## src/rtl/cfa_pkg.sv

```systemverilog
// Shared constants and types for the CFA gradient estimator.
package cfa_pkg;

  localparam int PIX_W      = 12;   // raw Bayer pixel width
  localparam int GRAD_W     = 8;    // gradient / weight output width
  localparam int GRAD_SHIFT = 4;    // scaling shift before saturation
  localparam int W_MID      = 128;  // weight for equal gradients
  localparam int GRAD_MAX   = 255;  // saturation ceiling

  typedef logic [PIX_W-1:0]  pix_t;
  typedef logic [GRAD_W-1:0] grad_t;

endpackage

```

## src/rtl/cfa_absdiff.sv

```systemverilog
// Combinational absolute difference |a - b| of two unsigned values.
module cfa_absdiff
  import cfa_pkg::*;
#(
  parameter int W = cfa_pkg::PIX_W
) (
  input  logic [W-1:0] a,
  input  logic [W-1:0] b,
  output logic [W-1:0] y
);

  // Subtract the smaller from the larger so the result never wraps.
  always_comb begin
    y = (a >= b) ? (a - b) : (b - a);
  end

endmodule

```

## src/rtl/cfa_gradients.sv

```systemverilog
// Directional gradient estimator over a 5x5 Bayer window.
// Two-stage pipeline: stage 1 registers absolute differences, stage 2
// registers summed, scaled and saturated gradients plus direction weights.
// Optional macro CFA_GRADIENTS_WEIGHTS_EN enables the weight outputs;
// without it w_grad_hf / w_grad_vf are tied to 0.
module cfa_gradients
  import cfa_pkg::*;
#(
  parameter int PIX_W      = cfa_pkg::PIX_W,
  parameter int GRAD_W     = cfa_pkg::GRAD_W,
  parameter int GRAD_SHIFT = cfa_pkg::GRAD_SHIFT
) (
  input  logic              clk,
  input  logic              rst,
  input  logic              start,
  input  logic [PIX_W-1:0]  p_m2_m2, p_m2_m1, p_m2_p0, p_m2_p1, p_m2_p2,
  input  logic [PIX_W-1:0]  p_m1_m2, p_m1_m1, p_m1_p0, p_m1_p1, p_m1_p2,
  input  logic [PIX_W-1:0]  p_p0_m2, p_p0_m1, p_p0_p0, p_p0_p1, p_p0_p2,
  input  logic [PIX_W-1:0]  p_p1_m2, p_p1_m1, p_p1_p0, p_p1_p1, p_p1_p2,
  input  logic [PIX_W-1:0]  p_p2_m2, p_p2_m1, p_p2_p0, p_p2_p1, p_p2_p2,
  output logic [GRAD_W-1:0] grad_hs,
  output logic [GRAD_W-1:0] grad_vs,
  output logic [GRAD_W-1:0] grad_hf,
  output logic [GRAD_W-1:0] grad_vf,
  output logic [GRAD_W-1:0] w_grad_hf,
  output logic [GRAD_W-1:0] w_grad_vf
);

  // Width of raw sums: five PIX_W terms need three extra bits.
  localparam int RAW_W = PIX_W + 3;
  // Second-derivative intermediate: 2*p - a - b spans a signed PIX_W+2 range.
  localparam int D2_W  = PIX_W + 2;

  // Window as array indexed [row+2][col+2].
  logic [PIX_W-1:0] pix [5][5];

  assign pix[0] = '{p_m2_m2, p_m2_m1, p_m2_p0, p_m2_p1, p_m2_p2};
  assign pix[1] = '{p_m1_m2, p_m1_m1, p_m1_p0, p_m1_p1, p_m1_p2};
  assign pix[2] = '{p_p0_m2, p_p0_m1, p_p0_p0, p_p0_p1, p_p0_p2};
  assign pix[3] = '{p_p1_m2, p_p1_m1, p_p1_p0, p_p1_p1, p_p1_p2};
  assign pix[4] = '{p_p2_m2, p_p2_m1, p_p2_p0, p_p2_p1, p_p2_p2};

  // The four corner pixels do not enter any gradient.
  logic unused_corners;
  assign unused_corners = ^{p_m2_m2, p_m2_p2, p_p2_m2, p_p2_p2};

  // Stage-1 combinational differences.
  logic [PIX_W-1:0] hd_d [5];   // |p(r,-1) - p(r,+1)| per row
  logic [PIX_W-1:0] vd_d [5];   // |p(-1,c) - p(+1,c)| per column
  logic [PIX_W:0]   hs2_d;      // |2p(0,0) - p(0,-2) - p(0,+2)|
  logic [PIX_W:0]   vs2_d;      // |2p(0,0) - p(-2,0) - p(+2,0)|

  genvar gi;
  generate
    for (gi = 0; gi < 5; gi++) begin : g_diff
      cfa_absdiff #(.W(PIX_W)) u_hd (.a(pix[gi][1]), .b(pix[gi][3]), .y(hd_d[gi]));
      cfa_absdiff #(.W(PIX_W)) u_vd (.a(pix[1][gi]), .b(pix[3][gi]), .y(vd_d[gi]));
    end
  endgenerate

  // Second-derivative terms evaluated in two's complement at full width.
  logic [D2_W-1:0] d2h_s, d2v_s;
  always_comb begin
    d2h_s = {1'b0, pix[2][2], 1'b0} - {2'b00, pix[2][0]} - {2'b00, pix[2][4]};
    d2v_s = {1'b0, pix[2][2], 1'b0} - {2'b00, pix[0][2]} - {2'b00, pix[4][2]};
    hs2_d = d2h_s[D2_W-1] ? PIX_W'(0) - d2h_s[PIX_W:0] : d2h_s[PIX_W:0];
    vs2_d = d2v_s[D2_W-1] ? PIX_W'(0) - d2v_s[PIX_W:0] : d2v_s[PIX_W:0];
  end

  logic [PIX_W-1:0] hd_q [5];
  logic [PIX_W-1:0] vd_q [5];
  logic [PIX_W:0]   hs2_q, vs2_q;
  logic             v1_q;

  // Stage 1: capture differences on a start strobe.
  always_ff @(posedge clk or posedge rst) begin
    if (rst) begin
      v1_q  <= 1'b0;
      hs2_q <= '0;
      vs2_q <= '0;
      for (int i = 0; i < 5; i++) begin
        hd_q[i] <= '0;
        vd_q[i] <= '0;
      end
    end else begin
      v1_q <= start;
      if (start) begin
        hd_q  <= hd_d;
        vd_q  <= vd_d;
        hs2_q <= hs2_d;
        vs2_q <= vs2_d;
      end
    end
  end

  // Scale down, then clip to the gradient ceiling.
  function automatic logic [GRAD_W-1:0] sat_f(input logic [RAW_W-1:0] x);
    logic [RAW_W-1:0] s;
    s = x >> GRAD_SHIFT;
    if (s > RAW_W'(GRAD_MAX)) return GRAD_W'(GRAD_MAX);
    return s[GRAD_W-1:0];
  endfunction

  logic [RAW_W-1:0]  raw_hs_d, raw_vs_d, raw_hf_d, raw_vf_d;
  logic [GRAD_W-1:0] ghs_d, gvs_d, ghf_d, gvf_d;

  // Stage-2 combinational sums and saturation.
  always_comb begin
    raw_hs_d = RAW_W'(hd_q[2]) + RAW_W'(hs2_q);
    raw_vs_d = RAW_W'(vd_q[2]) + RAW_W'(vs2_q);
    raw_hf_d = '0;
    raw_vf_d = '0;
    for (int i = 0; i < 5; i++) begin
      raw_hf_d = raw_hf_d + RAW_W'(hd_q[i]);
      raw_vf_d = raw_vf_d + RAW_W'(vd_q[i]);
    end
    ghs_d = sat_f(raw_hs_d);
    gvs_d = sat_f(raw_vs_d);
    ghf_d = sat_f(raw_hf_d);
    gvf_d = sat_f(raw_vf_d);
  end

  logic [GRAD_W-1:0] ghs_q, gvs_q, ghf_q, gvf_q;

  // Stage 2: register gradients when stage 1 holds a valid window.
  always_ff @(posedge clk or posedge rst) begin
    if (rst) begin
      ghs_q <= '0;
      gvs_q <= '0;
      ghf_q <= '0;
      gvf_q <= '0;
    end else if (v1_q) begin
      ghs_q <= ghs_d;
      gvs_q <= gvs_d;
      ghf_q <= ghf_d;
      gvf_q <= gvf_d;
    end
  end

  assign grad_hs = ghs_q;
  assign grad_vs = gvs_q;
  assign grad_hf = ghf_q;
  assign grad_vf = gvf_q;

`ifdef CFA_GRADIENTS_WEIGHTS_EN
  int                w_hf_s, w_vf_s;
  logic [GRAD_W-1:0] w_hf_d, w_vf_d, w_hf_q, w_vf_q;

  // Weights favour the direction with the smaller gradient, clamped 0..max.
  always_comb begin
    w_hf_s = W_MID + int'(gvf_d) - int'(ghf_d);
    w_vf_s = W_MID + int'(ghf_d) - int'(gvf_d);
    w_hf_d = (w_hf_s < 0) ? '0 : (w_hf_s > GRAD_MAX) ? GRAD_W'(GRAD_MAX) : GRAD_W'(w_hf_s);
    w_vf_d = (w_vf_s < 0) ? '0 : (w_vf_s > GRAD_MAX) ? GRAD_W'(GRAD_MAX) : GRAD_W'(w_vf_s);
  end

  // Weights share the stage-2 enable with the gradients.
  always_ff @(posedge clk or posedge rst) begin
    if (rst) begin
      w_hf_q <= '0;
      w_vf_q <= '0;
    end else if (v1_q) begin
      w_hf_q <= w_hf_d;
      w_vf_q <= w_vf_d;
    end
  end

  assign w_grad_hf = w_hf_q;
  assign w_grad_vf = w_vf_q;
`else
  assign w_grad_hf = '0;
  assign w_grad_vf = '0;
`endif

endmodule

```

## config.mk

```make
export PLATFORM = sky130hd
export DESIGN_NAME = cfa_gradients
export DESIGN_NICKNAME = d
export VERILOG_FILES = /design/src/rtl/cfa_pkg.sv /design/src/rtl/cfa_absdiff.sv /design/src/rtl/cfa_gradients.sv
export SDC_FILE = /design/constraint.sdc
export NUM_CORES = 1
export LEC_CHECK = 0
export ABC_AREA = 1
export CAP_MARGIN = 15
export CORE_MARGIN = 1.5
export CORE_UTILIZATION = 62
export CTS_CLUSTER_SIZE = 40
export DETAILED_ROUTE_END_ITERATION = 8
export PLACE_DENSITY = 0.89
export SYNTH_ARGS = -nofsm -noshare
export SYNTH_HDL_FRONTEND = slang
export SYNTH_SLANG_ARGS = --single-unit
```

## constraint.sdc

```tcl
create_clock -name clk -period 11.6 [get_ports clk]
set_clock_uncertainty 0.1 [all_clocks]
set_input_delay 2.32 -clock clk [delete_from_list [all_inputs] [get_ports clk]]
set_output_delay 2.32 -clock clk [all_outputs]
set_load 0.01 [all_outputs]
```

* Word-level counts from Yosys, hierarchy flattened
Index checks and enable logic that the tools add are counted.
** Storage, ports and cells
- Register bits :: 179
- Bits of input ports :: 303
- Output and inout port bits :: 48
- Word-level logic and storage cells :: 91
** Operators by class
- $add $sub $neg :: 36
- Magnitude comparators :: 14
- Muxes and demuxes :: 24
** Operator list (count)
- $sub 12x12->12 :: 20
- $ge 12x12->1 :: 10
- $mux 12 :: 10
- $mux 8 :: 8
- $add 14x12->15 :: 2
- $add 15x12->15 :: 2
- $add 12x13->14 :: 2
- $add 13x12->14 :: 2
- $sub 13x12->14 :: 2
- $sub 14x12->14 :: 2
- $add 12x12->13 :: 2
- $mux 13 :: 2
- $sub 1x13->13 const A :: 2
- $gt 11x8->1 const B :: 2
- $gt 10x8->1 const B :: 2
- $mux 1 :: 4

* Depth between registers and ports, before layout
Gate-level depths: netlist (run 1).
- Depth in word-level cells :: 7
- Mapped depth :: 20
- Gate-level depth less buffers :: 20

* Modules after synthesis
From an unflattened synthesis (run 1), not the netlist that was laid out.
** Second synthesis, totals
- Cell total of the unflattened synthesis :: 4664
- Area total of the unflattened synthesis :: 28594.9 um^2
** By module, submodules not included
- cfa_gradients :: instances 1, cells an instance 1705, area each 13387.8 um^2, sequential area each 4479.3 um^2
- cfa_absdiff at g_diff[0].u_hd ... :: instances 7, cells an instance 297, area each 1514.0 um^2, sequential area each 0.0 um^2
- cfa_absdiff at g_diff[1].u_hd ... :: instances 2, cells an instance 292, area each 1530.2 um^2, sequential area each 0.0 um^2
- cfa_absdiff at g_diff[4].u_hd :: instances 1, cells an instance 296, area each 1549.0 um^2, sequential area each 0.0 um^2

* Worst setup path after synthesis (run 1)
No wires, ideal clock.
- Path type :: input to register
- Start point :: in p_p0_m2[0]
- End point :: reg hs2_q[11]
- Setup time :: 0.117 ns
- Arrival time :: 4.512 ns
- Data required time :: 11.383 ns
- Setup slack :: 6.871 ns
- Cell stages on the path :: 19
- Path buffers :: 0
- Path through :: inv_1 > ha_1 > inv_1 > ha_1 > inv_1 > nand2_1 > fa_1 > xnor2_1 > nand2_1 > nor2_2 > nand2_2 > nor2_4 > nand3_2 > nor2_2 > nand3_1 > nand2_1 > nand2_1 > nand3_1 > nand2_1
** Between the ends
- Longest elaborated chain between the ends :: 4
** Ends and longest elaborated chain
- from (decl) :: RTL line cfa_gradients.sv:18 : input logic [PIX_W-1:0] p_p0_m2, p_p0_m1, p_p0_p0, p_p0_p1, p_p0_p2,
- $sub 13x12->14 (*) :: RTL line cfa_gradients.sv:64 : d2h_s = {1'b0, pix[2][2], 1'b0} - {2'b00, pix[2][0]} - {2'b00, pix[2][4]};
- $sub 14x12->14 (*) :: RTL line cfa_gradients.sv:64
- $sub 1x13->13 :: RTL line cfa_gradients.sv:66 : hs2_d = d2h_s[D2_W-1] ? PIX_W'(0) - d2h_s[PIX_W:0] : d2h_s[PIX_W:0];
- $mux 13 (*) :: RTL line cfa_gradients.sv:66
- to (signal assigned) :: RTL line cfa_gradients.sv:90 : hs2_q <= hs2_d;
- to (decl) :: RTL line cfa_gradients.sv:72 : logic [PIX_W:0] hs2_q, vs2_q;
Mark *: on every way between the ends. The rest lies on a longest branch, timed or not.
A chain may end at the register's enable or synchronous reset.

* Worst setup path after layout (run 1)
- Start point :: in p_m1_m1[10]
- End point :: reg hd_q[43] (netlist bit)
** Between the ends
- Longest elaborated chain between the ends :: 2
** Ends and longest elaborated chain
- from (decl) :: RTL line cfa_gradients.sv:17 : input logic [PIX_W-1:0] p_m1_m2, p_m1_m1, p_m1_p0, p_m1_p1, p_m1_p2,
- $ge 12x12->1 :: RTL line cfa_absdiff.sv:14 : y = (a >= b) ? (a - b) : (b - a);
- $mux 12 :: RTL line cfa_absdiff.sv:14
- to (signal, indexed assignment) :: RTL line cfa_gradients.sv:82 : hd_q[i] <= '0;
- to (signal assigned) :: RTL line cfa_gradients.sv:88 : hd_q <= hd_d;
- to (decl) :: RTL line cfa_gradients.sv:70 : logic [PIX_W-1:0] hd_q [5];
No other way between the ends.

==> impl_metrics.csv, run 1 <==
group,metric,value,unit
run_status,outcome,"finished, final reports clean",
placed_design,hpwl,52700,um
finish,nets,4417,
setup_path,r2r-end,"grad_hf[1]$_DFFE_PP0P_",
power_and_ir_drop,p_leak,14.8,nW
finish,drive_gt1_share,2.56,%
placed_design,io_buffer_count,286,
setup_path,start_kind,"primary input",
route,postRouteAntennaNets,0,
setup_path,worst_ep_required_time,11.83,ns
timing,worstMarginPinSlew,1.02,ns
route,drt_first_pass_iters,6,
setup_path,crit_path_start,"p_m1_m1[10]",
global_routing,grt_overflow,0,
worst_hold_path,worstHoldEndpoint,"grad_hs[7]$_DFFE_PP0P_",
setup_path,critPathCaptureType,"register",
power_and_ir_drop,irDropWorstVdd,178,uV
worst_hold_path,min_path_type,"reg2reg",
timing,finalHoldViolCount,0,
power_and_ir_drop,p_per_area,188,nW/um^2
floorplanning,rows,72,
run,cap_viol_max_count,0,
worst_hold_path,hold_depth,2,
clocking,clock_latency,0.45,ns
finish,final_cells,4224,
timing,rsz0062_at_grt,"false",
setup_path,worstPathCellList,"clkdlybuf4s50_1 > inv_1 > ha_1 > nand2_1 > a21oi_1 > a211oi_1 > nand3_1 > a21oi_1 > inv_1 > nand2_1 > nand3_1 > nand2_1 > o21ai_1",
clocking,cts_resized,0,
route,vias,22900,
global_routing,antenna_found_initial,1,
synthesis,mappedNetlistArea,24300,sq um
timing,fmaxAchievable,0.184,GHz
setup_path,cp_slowest_cell,"a21oi_1",
setup_path,cp_max_fo,12,
floorplanning,core,38600,sq um
synthesis,ys_types,50,
global_routing,grt_max_degree,111,
clocking,clkSinkCount,179,
synthesis,syn_inst,3496,
placed_design,dp.cells,4191,
finish,n_fill_cell,3220,
route,routed_wl,64200,um
timing,setup-violations-final,0,
floorplanning,dieArea,40400,sq um
synthesis,yosysSeqAreaShare,18.5,%
setup_path,reg2reg_setup_slack,7.24,ns
setup_path,reg2regPathDepth,18,
finish,area_growth,14.5,%
route,initialDrtViolationCount,1784,
clocking,cts_tree,"built",
placed_design,placed_cell_area,27200,sq um
setup_path,rr_startpoint,"hd_q[29]$_DFFE_PP0P_",
clocking,cts_hold_buf,0,
synthesis,synth_flop_cell,"dfrtp_1",
placed_design,gp_congestion,1.03,
floorplanning,die_h,201,um
timing,tns,0,ns
worst_hold_path,min_from,"grad_hs[7]$_DFFE_PP0P_",
timing,slew_headroom,32.3,%
setup_path,crit_top_cell,"nand2_1",
clocking,clk_pin_slew,0.08,ns
clocking,cts_made_buffers,17,
route,wl_per_cell,15.2,um
setup_path,crit_arrival,5.66,ns
clocking,cts-root-buf,"clkbuf_16",
floorplanning,start_util,62.8,%
setup_path,max_stage_delay,0.80,ns
clocking,post-cts-setup-buffers,0,
timing,min_period,5.43,ns
route,drc,0,
synthesis,synth-seq-cells,179,
finish,fin_area,27800,sq um
setup_path,path_class,"in2reg",
global_routing,grtUsageTotal,31.7,%
timing,drv_slew,0,
route,vias_per_cell,5.42,
timing,timing.final.crit_share,46.8,%
clocking,cts_htree_levels,4,
floorplanning,ios,351,
synthesis,yosysWarnings,0,
synthesis,synthArstFlopShare,100,%
global_routing,grt_pass1_vias,21600,
synthesis,synth_edf_count,0,
synthesis,synth.avg_cell_area,6.94,sq um
global_routing,grt_pass1_wl,105000,um
clocking,clock_path_buffers,2,
floorplanning,die_w,201,um
cell usage after synthesis (16+ instances only):
master	instances	area [sq um]
xnor2_1	44	385
inv_1	641	2410
nor3_1	24	120
nor2_1	273	1020
a211oi_1	20	150
a21o_1	25	188
nand4_1	27	169
dfrtp_1	179	4480
ha_1	312	3900
buf_2	29	145
nand2_1	789	2960
o21ai_2	16	140
buf_4	30	225
a21oi_1	237	1190
clkbuf_2	26	130
fa_1	110	2200
xor2_1	147	1290
clkbuf_1	40	150
o21ai_1	54	270
a31oi_1	90	563
o21ai_0	140	701
nand3_1	130	651
routing by layer:
| layer | wire length [um] | global-route usage [%] | up-vias |
|---|---|---|---|
| li1 | - | - | 11400 |
| met1 | 28800 | 43.9 | 10500 |
| met2 | 28600 | 50.8 | 825 |
| met3 | 4270 | 4.24 | 128 |
| met4 | 2520 | 11.4 | 0 |
| met5 | 0 | 0 | - |
flip-flops by register name (all words and copies together), names as in the netlist:
register and cells:
vs2_q 13, grad_vs 8, grad_hs 8, grad_hf 8
grad_vf 8, hd_q 60, vd_q 60, v1_q 1
hs2_q 13
worst max-delay path: cells and delay by family:
kind            cells  cell delay (ns)
compound gates      4             1.23
fa+ha+maj           1             0.43
buf+inv             3             1.05
simple gates        5             0.61
worst max path at each step:
stage	end
after floorplan	grad_hf[0]$_DFFE_PP0P_
after global placement	hd_q[47]$_DFFE_PP0P_
after detailed placement	hd_q[47]$_DFFE_PP0P_
after CTS	hd_q[47]$_DFFE_PP0P_
after global routing	hd_q[47]$_DFFE_PP0P_
final	hd_q[43]$_DFFE_PP0P_
area by class of cell:
class / count / area [sq um] / area share (%)
diodes: 1 / 2.50 / 0.00900
clock buffers: 18 / 429 / 1.54
clock inverters: 14 / 160 / 0.576
inverters: 653 / 2460 / 8.84
multi-input cells: 2551 / 16700 / 60.2
flip-flops and latches: 179 / 4480 / 16.1
well taps: 518 / 648 / 2.33
repair buffers: 290 / 2890 / 10.4
per-stage QoR:
stage          util, %  hold slack (ns)  setup WS (ns)  total power, mW
3_3_place_gp      70.4            0.364           6.01             4.41
2_1_floorplan        -            0.349           4.32             3.62
3_5_place_dp      70.4            0.368           5.91             4.53
6_report          71.9            0.380           6.17             5.22
5_1_grt           71.9            0.405           5.94             5.75
4_1_cts           71.9            0.388           6.29             5.16
logic make-up after synthesis:
group,synth area share (%)
compound gates,14.9
fa+ha+maj,25.2
flops,18.5
xor+xnor,7.03
simple gates,21.6
buf+inv,12.9
other cells,0.0154
layout by cell type (no fill, tap or decap), types with 110 or more instances in the layout:
cell,n
nand2_1,789
inv_1,640
ha_1,312
clkdlybuf4s50_1,285
nor2_1,273
a21oi_1,237
dfrtp_1,178
xor2_1,147
o21ai_0,140
nand3_1,130
fa_1,110
power breakdown:
| group | leakage [nW] | internal [mW] | switching [mW] |
|---|---|---|---|
| clock | 0.287 | 0.290 | 0.297 |
| combinational | 12.5 | 1.45 | 2.26 |
| sequential | 2.04 | 0.790 | 0.127 |
Note: power is estimated with default switching activity, not from simulation.
==> run 2: changes to the inputs <==
--- a/config.mk
+++ b/config.mk
@@ -8,10 +8,10 @@
 export ABC_AREA = 1
 export CAP_MARGIN = 15
 export CORE_MARGIN = 1.5
-export CORE_UTILIZATION = 62
+export CORE_UTILIZATION = 57
 export CTS_CLUSTER_SIZE = 40
 export DETAILED_ROUTE_END_ITERATION = 8
-export PLACE_DENSITY = 0.89
+export PLACE_DENSITY = 0.83
 export SYNTH_ARGS = -nofsm -noshare
 export SYNTH_HDL_FRONTEND = slang
 export SYNTH_SLANG_ARGS = --single-unit
==> constraint.sdc (replaced) <==
create_clock -name clk -period 5.5 [get_ports clk]
set_clock_uncertainty 0.1 [all_clocks]
set_input_delay 1.1 -clock clk [delete_from_list [all_inputs] [get_ports clk]]
set_output_delay 1.1 -clock clk [all_outputs]
set_load 0.01 [all_outputs]
==> run 2 against run 1 <==
  * Non-clock buffer count increased by 3
  * Critical path type is now reg2reg
  * Clock-buffer cell count unchanged
  * First-iteration DRC count decreased by 0.28%
  * Setup slack got worse by 4.9 ns
  * Core utilization decreased by 5.5 points
  * Flip-flop and latch count unchanged
  * Global-route usage decreased by 3.0 points
  * Clock power increased by 110%
  * Routed wire length decreased by 2.2%
==> impl_metrics.csv, run 2 (synthesis gave the netlist of run 1 again) <==
group,metric,value,unit
setup_path,critPathCaptureType,"register",
timing,min_period,4.25,ns
route,vias,22300,
clocking,clock_path_buffers,2,
clocking,post-cts-setup-buffers,0,
setup_path,path_class,"reg2reg",
clocking,cts_htree_levels,4,
power_and_ir_drop,p_per_area,391,nW/um^2
clocking,cts_made_buffers,17,
finish,num_antenna_cells,0,
setup_path,cp_max_fo,8,
timing,worstMarginPinSlew,1.06,ns
finish,reg_top3,"hd_q (60), vd_q (60)",
clocking,cts_hold_buf,0,
timing,slew_headroom,29.1,%
setup_path,crit_arrival,4.42,ns
global_routing,grt_pass1_vias,20800,
finish,drive_gt1_share,2.64,%
route,initialDrtViolationCount,1779,
setup_path,rr_startpoint,"hd_q[29]$_DFFE_PP0P_",
finish,final_common_cell,"nand2_1",
worst_hold_path,min_path_type,"reg2reg",
timing,finalHoldViolCount,0,
setup_path,reg2reg_setup_slack,1.25,ns
timing,fmaxAchievable,0.235,GHz
timing,setup-violations-final,0,
setup_path,r2r-end,"grad_hf[1]$_DFFE_PP0P_",
finish,area_growth,14.7,%
setup_path,crit_end,"grad_hf[1]$_DFFE_PP0P_",
timing,rsz0062_at_grt,"false",
clocking,clock_latency,0.44,ns
setup_path,crit_path_start,"hd_q[29]$_DFFE_PP0P_",
timing,drv_slew,0,
timing,timing.final.crit_share,77.2,%
global_routing,grt_max_degree,180,
global_routing,grt_pass1_wl,102000,um
global_routing,grtUsageTotal,28.7,%
clocking,clk_pin_slew,0.08,ns
worst_hold_path,min_from,"hs2_q[11]$_DFFE_PP0P_",
clocking,clkSinkCount,179,
placed_design,gp_congestion,1.00,
placed_design,io_buffer_count,286,
clocking,cts-root-buf,"clkbuf_16",
route,drc,0,
finish,n_fill_cell,3742,
placed_design,hpwl,52600,um
power_and_ir_drop,irDropWorstVdd,472,uV
floorplanning,core,41900,sq um
route,vias_per_cell,5.25,
route,routed_wl,62900,um
power_and_ir_drop,p_leak,14.8,nW
global_routing,antenna_found_initial,0,
finish,multi_input_area,16700,sq um
setup_path,reg2regPathDepth,18,
power_and_ir_drop,finalPower,10.9,mW
clocking,cts_resized,0,
floorplanning,die_w,209,um
global_routing,grt_overflow,0,
floorplanning,start_util,57.9,%
setup_path,start_kind,"register",
floorplanning,ios,351,
route,postRouteAntennaNets,0,
route,wl_per_cell,14.8,um
clocking,cts_tree,"built",
floorplanning,dieArea,43800,sq um
timing,tns,0,ns
run,cap_viol_max_count,0,
run_status,outcome,"finished, final reports clean",
setup_path,worst_ep_required_time,5.67,ns
floorplanning,rows,75,
finish,nets,4420,
finish,regArea,4480,sq um
floorplanning,die_h,209,um
finish,mostFrequentLayoutCells,"nand2_1 (789), inv_1 (640), ha_1 (312)",
route,drt_first_pass_iters,6,
## run 2: cell count changes in the layout (fill, tap and decap cells not counted)
cell	previous run	this run
buf_12	0	1
clkinv_4	3	1
diode_2	1	0
clkinv_8	4	2
buf_4	4	6
inv_12	0	1
inv_8	3	5
inv_6	5	4
clkinvlp_4	0	2
## run 2: how the worst min path moves through the flow
stage | to | slack, ns | cells after the start
floorplan | vd_q[6]$_DFFE_PP0P_ | 0.35 | 2
global placement | hs2_q[8]$_DFFE_PP0P_ | 0.37 | 2
detailed placement | vd_q[6]$_DFFE_PP0P_ | 0.37 | 2
CTS | hs2_q[4]$_DFFE_PP0P_ | 0.39 | 2
global route | vd_q[19]$_DFFE_PP0P_ | 0.41 | 2
finish | hs2_q[11]$_DFFE_PP0P_ | 0.39 | 2
## run 2: layer usage
metal  vias up  GRT usage, %  wire length [um]  share of wire, %
li1      11500             -                 -                 -
met1     10100          41.6             30300                48
met2       626          45.1             27500                44
met3        64          3.74              3520               5.6
met4         0          7.80              1530               2.4
met5         -             0                 0                 0
## run 2: critical path: stages (launching register included)
cell	delay [ns]
dfrtp_1	0.41
inv_1	0.14
fa_1	0.50
inv_1	0.05
fa_1	0.49
inv_1	0.06
fa_1	0.50
inv_1	0.04
ha_1	0.34
a21oi_1	0.19
nor2_1	0.06
a211oi_1	0.17
nand2_1	0.15
nand2_1	0.12
nand2_1	0.05
nand2_1	0.06
nand2_1	0.04
nor2_1	0.46
a31oi_1	0.15
## run 2: layout make-up
cell class | count | area share (%)
clock buffer | 18 | 1.54
tap | 539 | 2.42
timing repair buffer | 293 | 10.5
sequential | 179 | 16.1
multi-input combinational | 2551 | 60.1
inverter | 653 | 8.81
clock inverter | 14 | 0.562
## run 2: report_power, final
part | leakage (nW) | internal [mW] | total, mW | switching (mW)
sequential | 2.04 | 1.67 | 1.92 | 0.258
combinational | 12.5 | 3.05 | 7.73 | 4.69
clock | 0.284 | 0.615 | 1.23 | 0.616
total | 14.8 | 5.33 | 10.9 | 5.56
## run 2: stage by stage
| stage | util (%) | hold WS [ns] | cells | cell area [sq um] | setup slack, ns |
|---|---|---|---|---|---|
| floorplan | - | 0.349 | 3511 | 24300 | 1.83 |
| global placement | 65.0 | 0.366 | 4215 | 27300 | 1.26 |
| detailed placement | 65.0 | 0.370 | 4215 | 27300 | 1.23 |
| CTS | 66.4 | 0.391 | 4247 | 27800 | 1.30 |
| global route | 66.4 | 0.415 | 4247 | 27800 | 0.924 |
| finish | 66.4 | 0.386 | 4247 | 27800 | 1.25 |
